===== src/rtl/enc_pkg.sv =====
// Shared types and helpers for the clocked 4-to-2 priority encoder.
package enc_pkg;

    localparam int N_REQ = 4;

    typedef enum logic {
        ST_IDLE = 1'b0,
        ST_HOLD = 1'b1
    } state_t;

    // Index of the highest set bit; 3 wins over 2 over 1 over 0.
    function automatic logic [1:0] prio4(input logic [N_REQ-1:0] p);
        logic [1:0] idx;
        idx = 2'd0;
        if (p[3])      idx = 2'd3;
        else if (p[2]) idx = 2'd2;
        else if (p[1]) idx = 2'd1;
        return idx;
    endfunction

endpackage


===== src/rtl/prio_enc4.sv =====
// Combinational 4-to-2 priority encoder with an any-bit-set flag.
module prio_enc4
    import enc_pkg::*;
(
    input  logic [N_REQ-1:0] req,
    output logic [1:0]       code,
    output logic             any
);

    assign code = prio4(req);
    assign any  = |req;

endmodule


===== src/rtl/enc_4s2_sync.sv =====
// Clocked 4-to-2 priority encoder: captures request pulses as pending bits and
// presents one code at a time behind a V/ACK handshake.
module enc_4s2_sync
    import enc_pkg::*;
(
    input  logic             clk,
    input  logic             rst,
    input  logic             I3,
    input  logic             I2,
    input  logic             I1,
    input  logic             I0,
    input  logic             ACK,
    output logic             Y1,
    output logic             Y0,
    output logic             V,
    output logic             OVR,
    output logic [N_REQ-1:0] PEND
);

    state_t           state;
    logic [N_REQ-1:0] req;
    logic [N_REQ-1:0] clr;
    logic [N_REQ-1:0] lost;
    logic [1:0]       top_code;
    logic             top_any;

    assign req = {I3, I2, I1, I0};

    prio_enc4 u_prio (
        .req  (PEND),
        .code (top_code),
        .any  (top_any)
    );

    // NOTE: assign the default before the conditional so no latch is inferred.
    always_comb begin
        clr = '0;
        if (state == ST_HOLD && ACK) clr[{Y1, Y0}] = 1'b1;
    end

    // A new pulse on a line that is still pending and not being cleared is lost.
    assign lost = req & PEND & ~clr;

    // NOTE: non-blocking assignments so every register samples pre-edge values.
    always_ff @(posedge clk) begin
        if (rst) begin
            state <= ST_IDLE;
            PEND  <= '0;
            OVR   <= 1'b0;
            V     <= 1'b0;
            Y1    <= 1'b0;
            Y0    <= 1'b0;
        end else begin
            PEND <= req | (PEND & ~clr);
            if (|lost) OVR <= 1'b1;

            case (state)
                ST_IDLE: begin
                    if (top_any) begin
                        {Y1, Y0} <= top_code;
                        V        <= 1'b1;
                        state    <= ST_HOLD;
                    end
                end
                ST_HOLD: begin
                    if (ACK) begin
                        V     <= 1'b0;
                        state <= ST_IDLE;
                    end
                end
                default: begin
                    V     <= 1'b0;
                    state <= ST_IDLE;
                end
            endcase
        end
    end

endmodule


===== config.mk =====
export PLATFORM = sky130hd
export DESIGN_NAME = enc_4s2_sync
export DESIGN_NICKNAME = d
export VERILOG_FILES = /design/src/rtl/enc_pkg.sv /design/src/rtl/prio_enc4.sv /design/src/rtl/enc_4s2_sync.sv
export SDC_FILE = /design/constraint.sdc
export NUM_CORES = 1
export LEC_CHECK = 0
export CAP_MARGIN = 0
export CORE_AREA = 2 2 39 41
export CTS_CLUSTER_SIZE = 14
export DETAILED_ROUTE_END_ITERATION = 10
export DIE_AREA = 0 0 41 43
export GPL_TIMING_DRIVEN = 1
export HOLD_SLACK_MARGIN = 0.1
export PLACE_DENSITY = 0.67
export SLEW_MARGIN = 30
export SYNTH_ARGS = -nofsm -noshare
export SYNTH_HDL_FRONTEND = slang
export SYNTH_HIERARCHICAL = 1
export SYNTH_SLANG_ARGS = --single-unit

===== constraint.sdc =====
create_clock -name clk -period 1.2 [get_ports clk]
set_input_delay 0.24 -clock clk [delete_from_list [all_inputs] [get_ports clk]]
set_output_delay 0.24 -clock clk [all_outputs]
set_load 0.1 [all_outputs]

==> impl_metrics.toml <==
[run_status]
status = "finished with violations"
violations = "setup timing"

[die]
dieArea_um2 = 1763
coreArea_um2 = 1384
rows = 14
pin_count = 15
die_h_um = 43
initial_utilization_pct = 26.49
die_w_um = 41

[grt]
grt_overflow = 0
antenna_found_initial = 0
grt_pass1_vias = 381
grt_usage_pct = 12.70
grt_max_degree = 10
grt_pass1_wl_um = 1524

[sta]
rsz0062_at_grt = "true"
max_slew_margin_pct = 78.04
final.setup_skew_ns = 0.002522
fmax_ghz = 0.7361
setup_viol = 4
hold_violations = 0
maxSlewViolCount = 0
setup_slack_ns = -0.1585
finalCritPeriodShare_pct = 113.2
worstMarginPinSlew_ns = 0.3283
min_period_ns = 1.359

[final_layout]
synthToLayoutAreaGrowth_pct = 91.47
final_common_cell = "buf_12"
fill_cells = 125
final_core_utilization_pct = 50.72
final_cell_mix = "buf_12 (8), nor2_1 (7), dfxtp_4 (6), a21oi_1 (6)"
antenna_cells = 0
layout.nets = 72
final_cell_area_um2 = 701.9
drive_gt1_share_pct = 39.06

[detailed_routing]
via_per_inst = 4.775
drtIter0Drc = 7
drcViolationCount = 0
wl_met1_um = 417
met3_wirelength_um = 49
routed.top_layer = "met4"
vias = 382
drt_wl_total_um = 917
wl_met2_um = 434
first_pass_iters = 2
ant_nets = 0
wire_per_inst_um = 11.46

[power]
power_mw = 1.009
sw_frac_of_total_pct = 38.66
p_leak_nw = 0.3054
power_density_nw_per_um2 = 1438
ir_worst_vdd_v = 0.0006003
power.switching_mw = 0.3902
p_comb_share_pct = 40.3
p_int_mw = 0.6193
clkPwrFrac_pct = 23.5
power_frac_seq_pct = 36.2

[synthesis]
synth_cell_types = 18
synth_edf_count = 0
synth_top_family_by_area = "simple AND/OR/NAND/NOR gates"
synth_compound_area_share_pct = 18.77
ys_ff_latch = 9
avgSynthCellArea_um2 = 8.729
syn_inst = 42
synthMuxAreaShare_pct = 5.461
synth.cell_area_um2 = 366.6
synthFlopType = "dfxtp_1"
synth_warnings = 6
syn_nets = 49
async_flop_share_pct = 0
synthAdderAreaFrac_pct = 0
synth-xor-area-share_pct = 0
seq_area_frac_synth_pct = 49.15
synthSimpleGateAreaFrac_pct = 22.53

[placed_design]
post-place-ws_ns = -0.2046
port_buffers = 14
place_congestion = 0.7757
placed_area_um2 = 664.4
dp_hpwl_um = 706.4

[clocking]
path_clk_slew_ns = 0.06
clk_latency_ns = 0.26
cts-root-buf = "clkbuf_4"
clock_path_buffers = 2
cts_tree = "yes"
cts.sinks = 9
htreeDepth = 1
numCtsBuffers = 3

[setup_path]
cp.arrival_ns = 1.51
cp.required_ns = 1.35
path_max_fanout = 4
path_class = "flop to flop"
cp-start-kind = "flop"
end_kind = "flop"

[flow_run]
drv_cap = 0

[worst_hold_path]
hp-class = "input pin to flop"
## final cells by class
| cell class | instances | area [um2] | share of cell area [%] |
|---|---|---|---|
| Clock buffer | 4 | 26.28 | 3.743 |
| Inverter | 3 | 11.26 | 1.604 |
| Multi-Input combinational cell | 29 | 178.9 | 25.49 |
| Sequential cell | 9 | 205.2 | 29.23 |
| Tap cell | 16 | 20.02 | 2.852 |
| Timing Repair Buffer | 19 | 260.3 | 37.08 |
## per-layer routing
layer | global-route usage [%] | vias to the layer above
li1 | - | 194
met1 | 17.92 | 176
met2 | 16.56 | 10
met3 | 3.141 | 2
met4 | 8.000 | 0
met5 | 0 | -
## Yosys cell counts, drive strengths merged (2+ instances only)
| cell type | number | area share, % |
|---|---|---|
| a21oi | 6 | 8.2 |
| dfxtp | 9 | 49 |
| inv | 3 | 3.1 |
| mux2i | 2 | 5.5 |
| nand3 | 2 | 2.7 |
| nand4b | 2 | 4.8 |
| nor2 | 7 | 7.2 |
## critical path, stage by stage, from the launching register on
cell	delay, ns
dfxtp_4	0.34
or2_1	0.24
or3_1	0.32
nor2b_4	0.15
mux2i_1	0.15
nor2_1	0.05
## power by group through the flow
stage / clock network, mW / logic, mW / registers, mW
after floorplan: 0 / 0.0646 / 0.543
after global routing: 0.255 / 0.425 / 0.370
after global placement: 0 / 0.402 / 0.369
final: 0.237 / 0.407 / 0.365
after detailed placement: 0 / 0.404 / 0.370
after CTS: 0.241 / 0.410 / 0.364
## final timing paths
path | start | endpoint | slack, ns | cells past startpoint
worst max-delay path | PEND[3] | Y1 | -0.16 | 5
worst min-delay path | ACK | state | 0.37 | 4
worst max register to register | PEND[3] | Y1 | -0.16 | 5
worst min register to register | Y0 | Y0 | 0.56 | 2
## sequential cells by signal, indices dropped and copies added, names as in the netlist
name / cells
Y0: 1
OVR: 1
V: 1
PEND: 4
Y1: 1
state: 1
## cell families after synthesis
logic type,Yosys count
flops,9
buf+inv,4
compound gates,11
mux,2
simple gates,16
## stage by stage
stage / hold WS, ns / cells / setup TNS [ns]
after floorplan: 0.3561 / 42 / -0.8999
after global placement: 0.5411 / 75 / -1.051
after detailed placement: 0.5493 / 75 / -1.099
after CTS: 0.5596 / 80 / -0.5644
after global routing: 0.4442 / 80 / -0.8642
final: 0.3651 / 80 / -0.5521
## repair_timing
action / 4_1_cts / 5_1_grt
resized for setup: 0 / 2
setup buffers: 1 / 0
pin swaps: 1 / 0
hold buffers: 0 / 0
endpoints found under the setup margin: 4 / 5
Note: power is estimated with default switching activity, not from simulation.
